$ cat src/rtl/ram_arbiter_pkg.sv
// Shared cache-subsystem definitions (package cache_pkg): arbiter state encoding,
// requester port identifiers and default bus widths.
package cache_pkg;

  localparam int DEF_ADDR_W = 32;
  localparam int DEF_DATA_W = 32;

  localparam logic PORT_ICACHE = 1'b0;
  localparam logic PORT_DCACHE = 1'b1;

  typedef enum logic [1:0] {
    IDLE  = 2'd0,
    GRANT = 2'd1,
    RESP  = 2'd2
  } arb_state_e;

endpackage

$ cat src/rtl/ram_arbiter_if.sv
// Bundle of the two cache-controller request ports and the single backing-RAM port.
// "master" is the environment side (caches + RAM), "slave" is the arbiter.
interface ram_arbiter_if
  import cache_pkg::*;
#(
  parameter int ADDR_W = DEF_ADDR_W,
  parameter int DATA_W = DEF_DATA_W
);

  logic              req0_avalid;
  logic              req0_wr;
  logic [ADDR_W-1:0] req0_addr;
  logic [DATA_W-1:0] req0_wdata;
  logic              req0_ack;

  logic              req1_avalid;
  logic              req1_wr;
  logic [ADDR_W-1:0] req1_addr;
  logic [DATA_W-1:0] req1_wdata;
  logic              req1_ack;

  logic [DATA_W-1:0] req_rdata;

  logic              ram_avalid;
  logic              ram_wr;
  logic [ADDR_W-1:0] ram_addr;
  logic [DATA_W-1:0] ram_wdata;
  logic [DATA_W-1:0] ram_rdata;
  logic              ram_ack;

  modport master (
    output req0_avalid, req0_wr, req0_addr, req0_wdata,
    output req1_avalid, req1_wr, req1_addr, req1_wdata,
    output ram_rdata, ram_ack,
    input  req0_ack, req1_ack, req_rdata,
    input  ram_avalid, ram_wr, ram_addr, ram_wdata
  );

  modport slave (
    input  req0_avalid, req0_wr, req0_addr, req0_wdata,
    input  req1_avalid, req1_wr, req1_addr, req1_wdata,
    input  ram_rdata, ram_ack,
    output req0_ack, req1_ack, req_rdata,
    output ram_avalid, ram_wr, ram_addr, ram_wdata
  );

endinterface

$ cat src/rtl/ram_arbiter_rr_arb2.sv
// Combinational two-way round-robin pick: on a tie the port that did not win last
// time is chosen, otherwise the single requester wins.
module rr_arb2
  import cache_pkg::*;
(
  input  logic req0_i,
  input  logic req1_i,
  input  logic last_grant_i,
  output logic grant_valid_o,
  output logic grant_idx_o
);

  always_comb begin
    grant_valid_o = req0_i | req1_i;
    grant_idx_o   = PORT_ICACHE;
    if (req0_i && req1_i) begin
      grant_idx_o = ~last_grant_i;
    end else if (req1_i) begin
      grant_idx_o = PORT_DCACHE;
    end
  end

endmodule

$ cat src/rtl/ram_arbiter.sv
// Shares one backing-RAM port between the I-cache (port 0) and D-cache (port 1)
// with round-robin grants held per transaction. Optional RAM_ARB_TIMEOUT_EN adds an ack watchdog.
module ram_arbiter
  import cache_pkg::*;
#(
  parameter int ADDR_W = DEF_ADDR_W,
  parameter int DATA_W = DEF_DATA_W
`ifdef RAM_ARB_TIMEOUT_EN
  ,
  parameter int TIMEOUT = 255
`endif
) (
  input  logic clk,
  input  logic not_reset,
  ram_arbiter_if.slave bus
`ifdef RAM_ARB_TIMEOUT_EN
  ,
  output logic timeout_err
`endif
);

  arb_state_e        state_q, state_d;
  logic              lastGrant_q, lastGrant_d;
  logic              ramAvalid_q, ramAvalid_d;
  logic              ramWr_q, ramWr_d;
  logic [ADDR_W-1:0] ramAddr_q, ramAddr_d;
  logic [DATA_W-1:0] ramWdata_q, ramWdata_d;
  logic [DATA_W-1:0] reqRdata_q, reqRdata_d;
  logic              ack0_q, ack0_d;
  logic              ack1_q, ack1_d;
  logic              grantValid;
  logic              grantIdx;

`ifdef RAM_ARB_TIMEOUT_EN
  localparam int              CNT_W     = $clog2(TIMEOUT + 1);
  localparam logic [CNT_W-1:0] CNT_LIMIT = CNT_W'(TIMEOUT);

  logic [CNT_W-1:0] tmoCnt_q, tmoCnt_d;
  logic             tmoErr_q, tmoErr_d;
`endif

  rr_arb2 u_pick (
    .req0_i        (bus.req0_avalid),
    .req1_i        (bus.req1_avalid),
    .last_grant_i  (lastGrant_q),
    .grant_valid_o (grantValid),
    .grant_idx_o   (grantIdx)
  );

  // While a grant is held, lastGrant_q doubles as the index of the port being served.
  always_comb begin
    state_d     = state_q;
    lastGrant_d = lastGrant_q;
    ramAvalid_d = ramAvalid_q;
    ramWr_d     = ramWr_q;
    ramAddr_d   = ramAddr_q;
    ramWdata_d  = ramWdata_q;
    reqRdata_d  = reqRdata_q;
    ack0_d      = 1'b0;
    ack1_d      = 1'b0;
`ifdef RAM_ARB_TIMEOUT_EN
    tmoCnt_d    = tmoCnt_q;
    tmoErr_d    = tmoErr_q;
`endif

    unique case (state_q)
      IDLE: begin
        if (grantValid) begin
          state_d     = GRANT;
          lastGrant_d = grantIdx;
          ramAvalid_d = 1'b1;
          if (grantIdx == PORT_DCACHE) begin
            ramWr_d    = bus.req1_wr;
            ramAddr_d  = bus.req1_addr;
            ramWdata_d = bus.req1_wdata;
          end else begin
            ramWr_d    = bus.req0_wr;
            ramAddr_d  = bus.req0_addr;
            ramWdata_d = bus.req0_wdata;
          end
`ifdef RAM_ARB_TIMEOUT_EN
          tmoCnt_d = '0;
`endif
        end
      end

      GRANT: begin
        if (bus.ram_ack) begin
          state_d     = RESP;
          ramAvalid_d = 1'b0;
          ramWr_d     = 1'b0;
          reqRdata_d  = bus.ram_rdata;
          ack0_d      = (lastGrant_q == PORT_ICACHE);
          ack1_d      = (lastGrant_q == PORT_DCACHE);
        end
`ifdef RAM_ARB_TIMEOUT_EN
        else if (tmoCnt_q == CNT_LIMIT - 1'b1) begin
          // The RAM never answered: complete the request with zero data and flag it.
          state_d     = RESP;
          ramAvalid_d = 1'b0;
          ramWr_d     = 1'b0;
          reqRdata_d  = '0;
          ack0_d      = (lastGrant_q == PORT_ICACHE);
          ack1_d      = (lastGrant_q == PORT_DCACHE);
          tmoCnt_d    = CNT_LIMIT;
          tmoErr_d    = 1'b1;
        end else begin
          tmoCnt_d = tmoCnt_q + 1'b1;
        end
`endif
      end

      RESP: begin
        state_d = IDLE;
      end

      default: begin
        state_d = IDLE;
      end
    endcase
  end

  always_ff @(posedge clk or negedge not_reset) begin
    if (!not_reset) begin
      state_q     <= IDLE;
      lastGrant_q <= PORT_DCACHE;
      ramAvalid_q <= 1'b0;
      ramWr_q     <= 1'b0;
      ramAddr_q   <= '0;
      ramWdata_q  <= '0;
      reqRdata_q  <= '0;
      ack0_q      <= 1'b0;
      ack1_q      <= 1'b0;
`ifdef RAM_ARB_TIMEOUT_EN
      tmoCnt_q    <= '0;
      tmoErr_q    <= 1'b0;
`endif
    end else begin
      state_q     <= state_d;
      lastGrant_q <= lastGrant_d;
      ramAvalid_q <= ramAvalid_d;
      ramWr_q     <= ramWr_d;
      ramAddr_q   <= ramAddr_d;
      ramWdata_q  <= ramWdata_d;
      reqRdata_q  <= reqRdata_d;
      ack0_q      <= ack0_d;
      ack1_q      <= ack1_d;
`ifdef RAM_ARB_TIMEOUT_EN
      tmoCnt_q    <= tmoCnt_d;
      tmoErr_q    <= tmoErr_d;
`endif
    end
  end

  assign bus.ram_avalid = ramAvalid_q;
  assign bus.ram_wr     = ramWr_q;
  assign bus.ram_addr   = ramAddr_q;
  assign bus.ram_wdata  = ramWdata_q;
  assign bus.req_rdata  = reqRdata_q;
  assign bus.req0_ack   = ack0_q;
  assign bus.req1_ack   = ack1_q;
`ifdef RAM_ARB_TIMEOUT_EN
  assign timeout_err    = tmoErr_q;
`endif

endmodule

$ cat src/flat_wrapper.sv
// flat-port wrapper written by rule: the top's interface ports become plain ports
module ram_arbiter_flat import cache_pkg::*;
#(
  parameter int ADDR_W = DEF_ADDR_W,
  parameter int DATA_W = DEF_DATA_W

)
  (clk, not_reset, bus_req0_avalid, bus_req0_wr, bus_req0_addr, bus_req0_wdata, bus_req1_avalid, bus_req1_wr, bus_req1_addr, bus_req1_wdata, bus_ram_rdata, bus_ram_ack, bus_req0_ack, bus_req1_ack, bus_req_rdata, bus_ram_avalid, bus_ram_wr, bus_ram_addr, bus_ram_wdata);
  ram_arbiter_if #(.ADDR_W(ADDR_W), .DATA_W(DATA_W)) bus_i ();
  input  logic clk;
  input  logic not_reset;
  input wire logic [$bits(bus_i.req0_avalid)-1:0] bus_req0_avalid;
  input wire logic [$bits(bus_i.req0_wr)-1:0] bus_req0_wr;
  input wire logic [$bits(bus_i.req0_addr)-1:0] bus_req0_addr;
  input wire logic [$bits(bus_i.req0_wdata)-1:0] bus_req0_wdata;
  input wire logic [$bits(bus_i.req1_avalid)-1:0] bus_req1_avalid;
  input wire logic [$bits(bus_i.req1_wr)-1:0] bus_req1_wr;
  input wire logic [$bits(bus_i.req1_addr)-1:0] bus_req1_addr;
  input wire logic [$bits(bus_i.req1_wdata)-1:0] bus_req1_wdata;
  input wire logic [$bits(bus_i.ram_rdata)-1:0] bus_ram_rdata;
  input wire logic [$bits(bus_i.ram_ack)-1:0] bus_ram_ack;
  output wire logic [$bits(bus_i.req0_ack)-1:0] bus_req0_ack;
  output wire logic [$bits(bus_i.req1_ack)-1:0] bus_req1_ack;
  output wire logic [$bits(bus_i.req_rdata)-1:0] bus_req_rdata;
  output wire logic [$bits(bus_i.ram_avalid)-1:0] bus_ram_avalid;
  output wire logic [$bits(bus_i.ram_wr)-1:0] bus_ram_wr;
  output wire logic [$bits(bus_i.ram_addr)-1:0] bus_ram_addr;
  output wire logic [$bits(bus_i.ram_wdata)-1:0] bus_ram_wdata;
  assign bus_i.req0_avalid = bus_req0_avalid;
  assign bus_i.req0_wr = bus_req0_wr;
  assign bus_i.req0_addr = bus_req0_addr;
  assign bus_i.req0_wdata = bus_req0_wdata;
  assign bus_i.req1_avalid = bus_req1_avalid;
  assign bus_i.req1_wr = bus_req1_wr;
  assign bus_i.req1_addr = bus_req1_addr;
  assign bus_i.req1_wdata = bus_req1_wdata;
  assign bus_i.ram_rdata = bus_ram_rdata;
  assign bus_i.ram_ack = bus_ram_ack;
  assign bus_req0_ack = bus_i.req0_ack;
  assign bus_req1_ack = bus_i.req1_ack;
  assign bus_req_rdata = bus_i.req_rdata;
  assign bus_ram_avalid = bus_i.ram_avalid;
  assign bus_ram_wr = bus_i.ram_wr;
  assign bus_ram_addr = bus_i.ram_addr;
  assign bus_ram_wdata = bus_i.ram_wdata;
  ram_arbiter #(.ADDR_W(ADDR_W), .DATA_W(DATA_W)) u_core (.clk(clk), .not_reset(not_reset), .bus(bus_i));
endmodule
$ cat config.mk
export PLATFORM = sky130hd
export DESIGN_NAME = ram_arbiter_flat
export DESIGN_NICKNAME = d
export VERILOG_FILES = /design/src/rtl/ram_arbiter_pkg.sv /design/src/rtl/ram_arbiter_if.sv /design/src/rtl/ram_arbiter_rr_arb2.sv /design/src/rtl/ram_arbiter.sv /design/src/flat_wrapper.sv
export SDC_FILE = /design/constraint.sdc
export NUM_CORES = 1
export LEC_CHECK = 0
export BUFFER_PORTS_ARGS = -buffer_cell sky130_fd_sc_hd__buf_2
export CAP_MARGIN = 10
export CELL_PAD_IN_SITES_DETAIL_PLACEMENT = 1
export CELL_PAD_IN_SITES_GLOBAL_PLACEMENT = 1
export CORE_MARGIN = 2
export CORE_UTILIZATION = 34
export DETAILED_ROUTE_END_ITERATION = 10
export GPL_ROUTABILITY_DRIVEN = 0
export PLACE_DENSITY = 0.88
export REMOVE_ABC_BUFFERS = 1
export SYNTH_ARGS = -nofsm -noshare
export SYNTH_HDL_FRONTEND = slang
export SYNTH_SLANG_ARGS = --single-unit
$ cat constraint.sdc
create_clock -name clk -period 2.2 [get_ports clk]
set_clock_uncertainty 0.15 [all_clocks]
set_input_delay 0.44 -clock clk [delete_from_list [all_inputs] [get_ports clk]]
set_output_delay 0.44 -clock clk [all_outputs]
set_load 0.005 [all_outputs]
* Word-level counts from Yosys, hierarchy flattened
Index checks and enable logic that the tools add are counted.
** Word-level totals
- Register bits after elaboration :: 103
- Bits of input ports :: 167
- Memory bits (writable) :: 0
- ROM bits :: 0
- Output and inout bits :: 100
- Bits in latches :: 0
- Word-level logic and storage cells :: 38
- Memories kept :: 0
** Cells by class
- Multipliers :: 0
- Divide/modulo/power cells :: 0
- Multiplexer cells :: 17
- Equal/unequal tests :: 3
- $add $sub $neg :: 0
- Shift operators :: 0
- Magnitude comparators :: 0
- Bitwise operators :: 2
- Reduce and logical (&&, ||, !) cells :: 7
** Operators by type and width (number)
- $mux W32 :: 2
- $mux W1 :: 10
- $reduce_and A2 Y1 :: 3
- $mux W2 :: 2
- $pmux W1 S2 :: 2
- $pmux W2 S2 :: 1
- $reduce_and A3 Y1 :: 1
- $eq A2 B1 Y1 const B :: 1
- $logic_not A2 Y1 :: 1
- $ne A2 B1 Y1 const B :: 1
- $ne A2 B2 Y1 const B :: 1
- $reduce_bool A2 Y1 :: 1
- $logic_and A1 B1 Y1 :: 1
- $not A1 Y1 :: 1
- $or A1 B1 Y1 :: 1

* Longest topological paths before layout
- Depth in word-level cells :: 5
- Depth in mapped cells :: 5
- Gate-level depth less buffers :: 3

* Cells and area by module
From an unflattened synthesis, not the netlist that was laid out.
** Unflattened totals
- Cells, all modules :: 369
- Area total of the unflattened synthesis :: 4413.0 um2
** By module, submodules not included
- ram_arbiter :: cells each 367, area each 4399.2 um2, times used 1, seq. area each 2578.7 um2
- rr_arb2 :: cells each 2, area each 13.8 um2, times used 1, seq. area each 0.0 um2

* Least setup slack after synthesis
OpenSTA, ideal clock, no wires.
- Path kind :: register to register
- Start point :: reg u_core.lastGrant_q
- End point :: reg u_core.ramWdata_q[12] (netlist: u_core.bus.ram_wdata[12])
- Buffers on the path :: 2
- Data arrival time :: 1.519 ns
- Data required time :: 1.925 ns
- Setup time :: 0.125 ns
- Setup slack :: 0.406 ns
- Period minus slack after synthesis :: 1.794 ns
- Stages on the path, launching flop included :: 6
- Cells stage by stage :: dfstp_2 > a21bo_2 > buf_6 > buf_6 > mux2_4 > mux2_2
** On the way
- Word-level cells in the longest chain between the ends :: 3
** RTL lines
- from (decl) :: line ram_arbiter.sv:23 : logic lastGrant_q, lastGrant_d;
- from (signal assigned) :: line ram_arbiter.sv:140 : lastGrant_q <= lastGrant_d;
- $not A1 Y1 :: line ram_arbiter_rr_arb2.sv:17 : grant_idx_o = ~last_grant_i;
- $mux W1 :: line ram_arbiter_rr_arb2.sv:16 : if (req0_i && req1_i) begin
- $mux W32 :: line ram_arbiter.sv:72 : if (grantIdx == PORT_DCACHE) begin
- to (signal assigned) :: line ram_arbiter.sv:144 : ramWdata_q <= ramWdata_d;
- to (decl) :: line ram_arbiter.sv:27 : logic [DATA_W-1:0] ramWdata_q, ramWdata_d;
No other way between the ends.
A chain may end at the register's enable or synchronous reset.

* Worst setup path after layout
- Start point :: reg u_core.lastGrant_q
- End point :: reg u_core.ramAddr_q[9] (netlist: u_core.bus.ram_addr[9])
** On the way
- Word-level cells in the longest chain between the ends :: 3
** RTL lines
- $not A1 Y1 :: line ram_arbiter_rr_arb2.sv:17
- $mux W1 :: line ram_arbiter_rr_arb2.sv:16
- $mux W32 :: line ram_arbiter.sv:72
- to (signal assigned) :: line ram_arbiter.sv:143 : ramAddr_q <= ramAddr_d;
- to (decl) :: line ram_arbiter.sv:26 : logic [ADDR_W-1:0] ramAddr_q, ramAddr_d;
No other way between the ends.

==> reports/summary.md <==
The flow ran to the end, and the final reports show no timing, DRC or antenna violations. The overall overflow remaining after global route was 0; the area of the die was 15000 um2. By area, the combinational part of the netlist is dominated by multiplexers.

The first global-routing pass estimated 19.2 mm of wire. The worst setup path is launched from a flip-flop. Including well taps, the total number of placed cells is 732. After synthesis, the cell types taking the most area are dfrtp_1 53%, mux2_2 26%, mux2_4 15%, buf_6 1.4%, buf_2 0.84%.

TritonCTS built the clock tree. Synthesis instantiated 19 different standard cells from the library. Once detail routing completed, the nets flagged for antenna violations numbered 0. The most used flip-flop cell after synthesis is dfrtp_1.

The post-CTS resize count was 0. The commonest cells after synthesis are 111 x mux2_2, 102 x dfrtp_1, 49 x mux2_4, 8 x buf_2, 6 x buf_6. For the static leakage power, the log shows 3.42 nW.

The initial antenna violation count was 0. In the post-synthesis netlist, the cell with the most instances is mux2_2. The wire-length estimate of the detail-placed layout is 9.97 mm.

The number of clock buffers inserted by TritonCTS was 9; the area fraction of the dominant cell type after synthesis was 53.4%. The core region area is 13800 um2, and the area share of and/or/nand/nor cells after synthesis is 0.811%. After routing the design area is 6670 um2.

Once the floorplan was initialized, standard cells occupied 34.6% of the core. The via count of the first global-routing pass was 3955; the standard cell area after detailed placement was 6350 um2. The synthesized-area fraction occupied by ao, oa, aoi and oai cells is 0.654%, and the largest net degree at the start of global routing is 68. The logs give 2.08 ns for the signal arrival time at the worst endpoint and 4780 um2 for the synthesized cell area. The number of buffers inserted by hold repair at cts was 1. Across every metal layer, demand over resource in global routing totals 16.8%. Across the VDD grid, the largest voltage drop is 0.575 mV. Yosys mapped a number of flops with a built-in enable equal to 0. Post-place setup slack: 0.137 ns.

After detailed routing, the average wire length per cell comes to 17.3 um. Of the total synthesized cell area, the portion taken by XOR and XNOR cells is 0%. The post-route netlist has 79.4% of its cells at a drive strength greater than 1.

For the count of H-tree levels built during CTS, the log shows 3. The critical path start-end classification is flip-flop to flip-flop. The synthesis-to-finish area growth came out at 39.5%. Setup repair after global routing left no endpoint under its margin.

The worst endpoint required time is 2.28 ns. Of the total synthesized cell area, the portion taken by full adders, half adders and majority gates is 0%. The die extent in x works out to 123 um. The worst setup path is captured at a flip-flop. The run gives 0 as the number of endpoints with negative hold slack in the final report. The floorplan has 43 rows. Fill cells in the final layout number 1495. Of all nets on the critical path, the largest fanout is 26. In the routed design, unresolved DRC markers number 0. After clock tree synthesis, the clock-pin slew on the worst setup and hold paths is 0.07 ns. The multiplexer fraction of the synthesized cell area is 42.0%. After layout, the worst setup slack is 0.207 ns. Measured along the y axis, the die boundary spans 123 um. Counting along the longest clock path gives a buffer depth of 2.

Detailed-route wire length: 12.9 mm. CTS saw 103 sinks. After synthesis, flip-flops and latches occupy 53.9% of the total area. The total vias in the final route is 3477.

The tools report the number of violations reported at the end of detailed-routing iteration 0 as 58. The run gives 0 as the post-CTS repair timing setup buffer count. Yosys warning count: 0. The tree is rooted in a clkbuf_16. The later pin in the worst-skew pair is clocked with a latency of 0.34 ns. The first detailed-routing pass took 3 iterations.

Setup violations remaining at the end of the flow were counted as 0. Pin placement for this block handled 267 I/O pins. The tools report the number of standard cells in the final layout excluding fillers as 748. The count of buffers added on input and output ports is 266.

The final critical-path required period is 1.99 ns. Worst hold path class: primary input to flip-flop. 0 antenna diodes ended up in the layout. In the finished design, the share of the clock period the worst path needs comes to 90.6%.

The number of synthesized register bits works out to 103. The logs give 0 for the max-slew violation total from the final report and 731 for the number of nets in the layout. Counting every instance in the synthesized netlist gives 297. Average via count per standard cell: 4.65.

At the pin with the least slew margin, the transition time is 0.456 ns. The max-cap violation count was 0; the mean instance size in the synthesized netlist was 16.1 um2. In the final layout, the multi-input gates occupy 2090 um2. The register cell area after layout is 2580 um2, and the relative slew slack is 69.6%. After synthesis, the share of flip-flops with an asynchronous set or reset is 100%. Derived from the worst setup path, the maximum achievable clock frequency is 0.502 GHz. For this design the ratio of total power to cell area is 1270 nW/um2.

The biggest area contributor in the post-synthesis netlist is dfrtp_1.
[sequential cells by signal (all words and copies together), names as in the netlist]
register               count
u_core.state_q             2
u_core.bus.ram_wr          1
u_core.bus.req1_ack        1
u_core.bus.ram_addr       32
u_core.lastGrant_q         1
u_core.bus.req0_ack        1
u_core.bus.ram_avalid      1
u_core.bus.req_rdata      32
u_core.bus.ram_wdata      32
[area by class of cell]
cell class	count	share of cell area (%)
inverters	1	0.0563
multi-input cells	175	31.4
flip-flops and latches	103	38.7
clock buffers	9	3.38
clock inverters	6	1.29
well taps	180	3.38
repair buffers	274	21.9
[cell families after synthesis]
logic type | after synthesis
muxes | 162
AOI/OAI and AO/OA | 5
DFF | 103
buffers and inverters | 19
and+or+nand+nor | 8
[critical path, stage by stage, from the launching register on]
cell     delay, ns
dfstp_2       0.58
a21bo_4       0.26
buf_12        0.25
mux2_2        0.36
mux2_2        0.26
[per-stage QoR]
| step | power, mW | utilization [%] | hold WS, ns | setup TNS, ns |
|---|---|---|---|---|
| 2_1_floorplan | 5.28 | - | -0.00559 | -130.39 |
| 3_3_place_gp | 6.64 | 45.9 | 0.259 | 0 |
| 3_5_place_dp | 6.88 | 45.9 | 0.268 | 0 |
| 4_1_cts | 8.61 | 48.2 | 0.142 | 0 |
| 5_1_grt | 9.00 | 48.2 | 0.157 | 0 |
| 6_report | 8.45 | 48.2 | 0.165 | 0 |
[layer usage]
layer	track usage [%]	wire [um]	part of all wire, %
met3	4.04	888	6.9
met4	8.84	343	2.7
met2	31.9	7170	56
met1	16.9	4510	35
met5	0	0	0
[path summary, 6_finish.rpt]
path                       cells after the start  slack, ns             startpoint                       end
max in group asynchronous                      3       0.78              not_reset  u_core.bus.ram_wdata[25]
setup / recovery                               4       0.21     u_core.lastGrant_q    u_core.bus.ram_addr[9]
hold reg to reg                                2       0.33  u_core.bus.ram_avalid     u_core.bus.ram_avalid
min in group asynchronous                      2       0.45              not_reset  u_core.bus.req_rdata[14]
hold / removal                                 2       0.16            bus_ram_ack         u_core.state_q[0]
setup reg to reg                               4       0.21     u_core.lastGrant_q    u_core.bus.ram_addr[9]
[layout by cell type (no fill, tap or decap), types with 2 or more instances in the layout]
| master | n |
|---|---|
| mux2_4 | 49 |
| buf_2 | 265 |
| buf_4 | 3 |
| nand2_1 | 3 |
| nor2_1 | 2 |
| buf_12 | 5 |
| clkbuf_16 | 9 |
| clkinv_2 | 2 |
| bufinv_16 | 2 |
| dfrtp_1 | 102 |
| mux2i_1 | 2 |
| mux2_2 | 111 |
[power by group]
part / switching, mW / internal (mW)
logic: 1.36 / 2.05
registers: 0.496 / 2.87
clock network: 0.696 / 0.988
(Power assumes the default switching activity.)
